===== config.mk =====
export PLATFORM = sky130hd
export DESIGN_NAME = arp_decode
export DESIGN_NICKNAME = d
export VERILOG_FILES = /design/src/rtl/arp_pkg.sv /design/src/rtl/arp_decode.sv
export SDC_FILE = /design/constraint.sdc
export NUM_CORES = 1
export LEC_CHECK = 0
export ABC_AREA = 1
export CAP_MARGIN = 10
export CORE_MARGIN = 2
export CORE_UTILIZATION = 52
export CTS_BUF_LIST = sky130_fd_sc_hd__clkbuf_2
export CTS_CLUSTER_DIAMETER = 100
export DETAILED_ROUTE_END_ITERATION = 6
export PLACE_DENSITY_LB_ADDON = 0.3
export SETUP_SLACK_MARGIN = 0.4
export SLEW_MARGIN = 5
export SYNTH_ARGS = -nofsm -noshare
export SYNTH_HDL_FRONTEND = slang
export SYNTH_SLANG_ARGS = --single-unit

===== constraint.sdc =====
create_clock -name clk -period 7.6 [get_ports clk]
set_input_delay 2.28 -clock clk [delete_from_list [all_inputs] [get_ports clk]]
set_output_delay 2.28 -clock clk [all_outputs]
set_load 0.005 [all_outputs]

===== src/rtl/arp_pkg.sv =====
// Shared ARP decode types and constants: FSM state enum, fixed header
// values, opcodes and the 28-byte IPv4-over-Ethernet ARP length.
package arp_pkg;

    typedef enum logic [3:0] {
        StIdle,
        StHdr,
        StOper,
        StSha,
        StSpa,
        StTha,
        StTpa,
        StWaitEnd,
        StCheck
    } arp_state_e;

    localparam logic [15:0] ArpHtype     = 16'h0001;
    localparam logic [15:0] ArpPtype     = 16'h0800;
    localparam logic [7:0]  ArpHlen      = 8'd6;
    localparam logic [7:0]  ArpPlen      = 8'd4;
    localparam logic [15:0] ArpOpRequest = 16'h0001;
    localparam logic [15:0] ArpOpReply   = 16'h0002;
    localparam int unsigned ArpLen       = 28;
    localparam logic [4:0]  ArpLastByte  = 5'(ArpLen - 1);

    // Expected value of fixed header byte 0..5.
    function automatic logic [7:0] hdr_byte(input logic [4:0] idx);
        logic [7:0] b;
        case (idx)
            5'd0:    b = ArpHtype[15:8];
            5'd1:    b = ArpHtype[7:0];
            5'd2:    b = ArpPtype[15:8];
            5'd3:    b = ArpPtype[7:0];
            5'd4:    b = ArpHlen;
            5'd5:    b = ArpPlen;
            default: b = 8'h00;
        endcase
        return b;
    endfunction

    // Field state that will consume byte n.
    function automatic arp_state_e field_state(input logic [4:0] n);
        arp_state_e s;
        if (n < 5'd6)       s = StHdr;
        else if (n < 5'd8)  s = StOper;
        else if (n < 5'd14) s = StSha;
        else if (n < 5'd18) s = StSpa;
        else if (n < 5'd24) s = StTha;
        else if (n < 5'd28) s = StTpa;
        else                s = StWaitEnd;
        return s;
    endfunction

endpackage


===== src/rtl/arp_decode.sv =====
// ARP packet decoder: validates header/opcode/target IP and reports accept or drop
// after frame end. Define ARP_REPLY_EN to also accept opcode 2 (reported via is_reply).
module arp_decode
    import arp_pkg::*;
#(
    parameter logic [31:0] IP_ADDR = 32'h0
) (
    input  logic        clk,
    input  logic        rst,
    input  logic [7:0]  rxd,
    input  logic        rx_dv,
    input  logic        arp_decode_valid,
    input  logic        crc_err,
    output logic        arp_valid,
    output logic        is_reply,
    output logic [47:0] sha,
    output logic [31:0] spa,
    output logic        arp_drop
);

    arp_state_e  state_q, state_d;
    logic [4:0]  cnt_q, cnt_d;
    logic        mismatch_q, mismatch_d;
    logic        reply_q, reply_d;
    logic [47:0] sha_sr_q, sha_sr_d;
    logic [31:0] spa_sr_q, spa_sr_d;
    logic [23:0] tpa_sr_q, tpa_sr_d;
    logic [47:0] sha_q, sha_d;
    logic [31:0] spa_q, spa_d;
    logic        is_reply_q, is_reply_d;
    logic        arp_valid_q, arp_valid_d;
    logic        arp_drop_q, arp_drop_d;
    logic        bad;

    always_comb begin
        state_d     = state_q;
        cnt_d       = cnt_q;
        mismatch_d  = mismatch_q;
        reply_d     = reply_q;
        sha_sr_d    = sha_sr_q;
        spa_sr_d    = spa_sr_q;
        tpa_sr_d    = tpa_sr_q;
        sha_d       = sha_q;
        spa_d       = spa_q;
        is_reply_d  = is_reply_q;
        arp_valid_d = 1'b0;
        arp_drop_d  = 1'b0;
        bad         = 1'b0;

        case (state_q)
            StIdle: begin
                if (arp_decode_valid) begin
                    cnt_d      = 5'd1;
                    mismatch_d = (rxd != hdr_byte(5'd0));
                    reply_d    = 1'b0;
                    state_d    = StHdr;
                end
            end
            StHdr, StOper, StSha, StSpa, StTha, StTpa: begin
                if (!(rx_dv && arp_decode_valid)) begin
                    // Truncated packet: drop immediately.
                    state_d    = StIdle;
                    cnt_d      = 5'd0;
                    mismatch_d = 1'b0;
                    arp_drop_d = 1'b1;
                end else begin
                    cnt_d   = cnt_q + 5'd1;
                    state_d = field_state(cnt_q + 5'd1);
                    case (state_q)
                        StHdr: bad = (rxd != hdr_byte(cnt_q));
                        StOper: begin
                            if (cnt_q == 5'd6) begin
                                bad = (rxd != ArpOpRequest[15:8]);
                            end else begin
`ifdef ARP_REPLY_EN
                                reply_d = (rxd == ArpOpReply[7:0]);
                                bad     = (rxd != ArpOpRequest[7:0]) &&
                                          (rxd != ArpOpReply[7:0]);
`else
                                bad = (rxd != ArpOpRequest[7:0]);
`endif
                            end
                        end
                        StSha: if (!mismatch_q) sha_sr_d = {sha_sr_q[39:0], rxd};
                        StSpa: if (!mismatch_q) spa_sr_d = {spa_sr_q[23:0], rxd};
                        StTpa: begin
                            tpa_sr_d = {tpa_sr_q[15:0], rxd};
                            if (cnt_q == ArpLastByte) bad = ({tpa_sr_q, rxd} != IP_ADDR);
                        end
                        default: ;
                    endcase
                    if (bad) mismatch_d = 1'b1;
                end
            end
            StWaitEnd: begin
                if (!rx_dv) state_d = StCheck;
            end
            StCheck: begin
                state_d    = StIdle;
                cnt_d      = 5'd0;
                mismatch_d = 1'b0;
                if (!crc_err && !mismatch_q) begin
                    arp_valid_d = 1'b1;
                    sha_d       = sha_sr_q;
                    spa_d       = spa_sr_q;
                    is_reply_d  = reply_q;
                end else begin
                    arp_drop_d = 1'b1;
                end
            end
            default: state_d = StIdle;
        endcase
    end

    always_ff @(posedge clk or posedge rst) begin
        if (rst) begin
            state_q     <= StIdle;
            cnt_q       <= 5'd0;
            mismatch_q  <= 1'b0;
            reply_q     <= 1'b0;
            sha_sr_q    <= 48'h0;
            spa_sr_q    <= 32'h0;
            tpa_sr_q    <= 24'h0;
            sha_q       <= 48'h0;
            spa_q       <= 32'h0;
            is_reply_q  <= 1'b0;
            arp_valid_q <= 1'b0;
            arp_drop_q  <= 1'b0;
        end else begin
            state_q     <= state_d;
            cnt_q       <= cnt_d;
            mismatch_q  <= mismatch_d;
            reply_q     <= reply_d;
            sha_sr_q    <= sha_sr_d;
            spa_sr_q    <= spa_sr_d;
            tpa_sr_q    <= tpa_sr_d;
            sha_q       <= sha_d;
            spa_q       <= spa_d;
            is_reply_q  <= is_reply_d;
            arp_valid_q <= arp_valid_d;
            arp_drop_q  <= arp_drop_d;
        end
    end

    assign arp_valid = arp_valid_q;
    assign arp_drop  = arp_drop_q;
    assign sha       = sha_q;
    assign spa       = spa_q;
    assign is_reply  = is_reply_q;

endmodule

==> out/summary.md <==
TritonCTS built the clock tree. The tools report the total vias in the final route as 5555. Buffers placed on the I/O ports in this run total 94.

Compared with the post-synthesis result, the final layout area differs by 15.88%. For this run, the slowest stage of the critical path takes 0.70 ns. Class of the tightest hold or removal check: reg -> reg. The flow ran to the end, and the final reports show no timing, DRC or antenna violations.

The longest clock path from root to sink contains 2 buffers. Along the worst path, the maximum fanout reaches 87. At the worst endpoint, the arrival time is 4.61 ns. The worst slew margin relative to its limit is 27.16%.

STA classifies the critical path endpoint as a register. The starting density of the core is 53.34%, and the total count of hold-check failures in the final report is 0. The fraction of layout cells with a size suffix above 1 is 4.772%. The run gives 5191 as the number of global-route vias before repair. Maximum number of pins on one net before global-route repair: 197.

The half-perimeter wire length after placement is 9837 um. The tools report the worst flop-to-flop path endpoint as sha[37]. The floorplan step set the die width to 126.3 um. In the routed layout, each cell is associated on average with a via count of 4.925. The later pin in the worst-skew pair is clocked with a latency of 0.73 ns. Logic depth of the worst register-to-register path: 7. The number of antenna violations at the first check in global routing is 1.

After detailed routing, the number of remaining DRC violations is 0. The die covers 0.01596 mm^2. In this run the cell area of the synthesized design comes to 0.007782 mm^2. On the critical path, the stage with the largest delay is an instance of sky130_fd_sc_hd__nor3_4. The run gives 0 as the max-slew violation count. STA classifies the critical path startpoint as a primary input. The total area inside the core boundary comes to 0.01459 mm^2.

For this design the static power due to leakage is 4.207 nW. In this run the count of I/O pins placed on the die edge is 96. In this run the core area contains 44 standard-cell rows. The count of nets left with antenna violations once routing finished came out at 0.

The run gives 8.18 ns as the data required time of the critical path. The buffering stage count on the worst path with inverters included was 3. For this design the ratio of total power to cell area is 195.9 mW/mm^2.

Before antenna repair, the detailed router went through 5 iterations. The warning count from the yosys run came out at 0. The buffers inserted during post-CTS setup optimization came out at 0. The worst-case vdd ir drop was 0.0001354 V; the first-pass GRT wire length was 25040 um. Counting every net in the synthesized netlist gives 868. The worst register-to-register path begins at state_q[0]. The tools report the synthesized instance count as 851.

The clock root buffer was sky130_fd_sc_hd__clkbuf_2. Setup slack on the worst reg-to-reg path comes out at 4.85 ns. The number of max-cap violations was 0; the clock sink total was 196.

The run gives 4 as the H-tree depth. Summed over all layers, the global routing overflow is 0. A synthesized cell averages 9.145 um^2. The setup path with the least slack is of type in -> reg. For the filler cell count in the final layout, the log shows 1295. The final setup skew was 0.03366 ns.

The count of state elements after synthesis was 196; the final critical-path required period was 4.031 ns. The share of the synthesized area in the top cell type was 63.02%; the share of the clock period used by the worst path after layout was 53.03%. The worst hold path begins at sha_sr_q[40]. After clock tree synthesis, the clock-pin slew on the worst setup and hold paths is 0.23 ns. The tools report the total instance count after detailed placement as 1096. Buffers inserted during clock tree synthesis total 17.

The final-layout setup total negative slack came out at 0 ns. The overall routed net length is 14770 um, and the depth of the worst hold-timing path is 2. Leading area contributor after synthesis: sky130_fd_sc_hd__dfrtp_1.

Synthesis instantiated 29 different standard cells from the library. The run gives 948 as the layout net count. The logs give 1128 for the number of non-filler instances in the completed layout and 0.8180 for the final estimated routing congestion in global placement. The logs give 248.1 MHz for the maximum clock rate and 0 for the post-cts gate resize count.

The global router's overall resource usage was 19.51%; the average wire length per cell after detail routing was 13.10 um. By area the synthesized netlist is led by sky130_fd_sc_hd__dfrtp_1 63%, sky130_fd_sc_hd__nand2_1 13%, sky130_fd_sc_hd__o21ai_0 8.0%. The path with the worst hold slack has its endpoint at sha[40]. The cell family contributing the most delay on the critical path is buffers and inverters. The signal on the critical path passes through clkdlybuf4s50_1, nor3_4, inv_4, buf_4, nand2_1, o21ai_0. Setup violations remaining at the end of the flow were counted as 0. The die extent in y works out to 126.3 um. The tools report the number of violations reported at the end of detailed-routing iteration 0 as 467.

Setup repair after global routing left no endpoint under its margin. Sequential elements use 63.02% of the synthesized area. In this run, post-CTS hold repair placed 0 buffers. At the pin with the least slew margin, the transition time is 1.093 ns.
how the worst max path moves through the flow:
stage                        from        to  slack [ns]  cells past startpoint
final                     crc_err   sha[37]        3.57                      6
after global routing      crc_err   sha[32]        3.46                      6
after CTS                  sha[5]    sha[5]        3.52                      1
after detailed placement  crc_err    sha[3]        2.81                      6
after global placement    crc_err   sha[29]        2.86                      6
after floorplan               rst  arp_drop        2.79                      1
cell usage after synthesis (all sizes together):
cell type  count
a21bo          1
dfrtp        196
buf           15
inv          101
ha             4
o22ai          4
a21oi          9
a22oi          1
o21ai        164
o211ai         2
nor2          44
nand2        261
conb           1
mux2           2
nand4          4
or2            1
nand3         12
xnor2          1
nor3           3
xor2           2
clkbuf        23
placed cells by master (no fill, tap or decap), drive strengths merged, types with 3 or more instances in the layout:
cell / n
nand4: 4
a21oi: 9
clkinv: 6
nand2: 261
dfrtp: 196
nand3: 12
clkdlybuf4s50: 94
ha: 4
o22ai: 4
inv: 102
nor2: 44
buf: 5
o21ai: 164
clkbuf: 19
clkinvlp: 4
nor3: 3
registers in the layout (all words and copies together) (netlist names):
register    count
mismatch_q      1
spa_sr_q       32
spa            32
arp_drop        1
tpa_sr_q       24
state_q         4
cnt_q           5
sha_sr_q       48
arp_valid       1
sha            48
through the flow:
| stage | setup slack (ns) | util, % | area [um^2] | total power, W | hold WS, ns |
|---|---|---|---|---|---|
| final | 3.570 | 61.82 | 9019 | 0.001767 | 0.4907 |
| after global routing | 3.458 | 61.82 | 9019 | 0.001857 | 0.5218 |
| after CTS | 3.520 | 61.80 | 9016 | 0.001785 | 0.4879 |
| after global placement | 2.865 | 60.42 | 8815 | 0.001322 | 0.4587 |
| after floorplan | 2.788 | - | 7786 | 0.001242 | 0.4492 |
| after detailed placement | 2.805 | 60.42 | 8815 | 0.001329 | 0.4597 |
cells by family (layout without fill, tap and decap cells):
family,after synthesis,count (layout),share of synthesized area [%]
other,1,2,0.04819
flip-flops,196,196,63.02
XOR/XNOR,3,3,0.3377
AO/OA/AOI/OAI,181,181,11.86
multiplexers,2,2,0.2894
adder cells (fa/ha/maj),4,4,0.6431
AND/OR/NAND/NOR,325,325,16.41
buffers and inverters,139,231,7.379
routing by layer:
layer | up-vias | routed length [um] | GRT usage (%)
li1 | 2830 | - | -
met3 | 20 | 524 | 3.754
met2 | 110 | 6925 | 29.82
met5 | - | 0 | 0
met1 | 2595 | 7094 | 28.53
met4 | 0 | 229 | 6.529
power breakdown:
| part | internal [W] | leakage, nW | total [W] | switching [W] |
|---|---|---|---|---|
| Combinational | 0.0000870 | 1.53 | 0.000200 | 0.000113 |
| Sequential | 0.00108 | 2.55 | 0.00111 | 0.0000323 |
| Clock | 0.000119 | 0.124 | 0.000456 | 0.000338 |
cell type report:
class | count | area (um^2) | area share [%]
Multi-Input combinational cell | 516 | 2303 | 25.54
Timing Repair Buffer | 99 | 991.0 | 10.99
Tap cell | 184 | 230.2 | 2.553
Antenna cell | 1 | 2.502 | 0.02775
Sequential cell | 196 | 4905 | 54.38
Inverter | 101 | 385.4 | 4.273
Clock inverter | 12 | 106.4 | 1.179
Clock buffer | 19 | 95.09 | 1.054
worst register-to-register path, cell delays in order (launching register included):
cell and delay (ns):
sky130_fd_sc_hd__dfrtp_1 0.52, sky130_fd_sc_hd__nor2_4 0.17, sky130_fd_sc_hd__nand3_2 0.14, sky130_fd_sc_hd__nor3_4 0.63, sky130_fd_sc_hd__inv_4 0.41, sky130_fd_sc_hd__buf_4 0.48
sky130_fd_sc_hd__nand2_1 0.15, sky130_fd_sc_hd__o21ai_0 0.09
(Power assumes the default switching activity.)
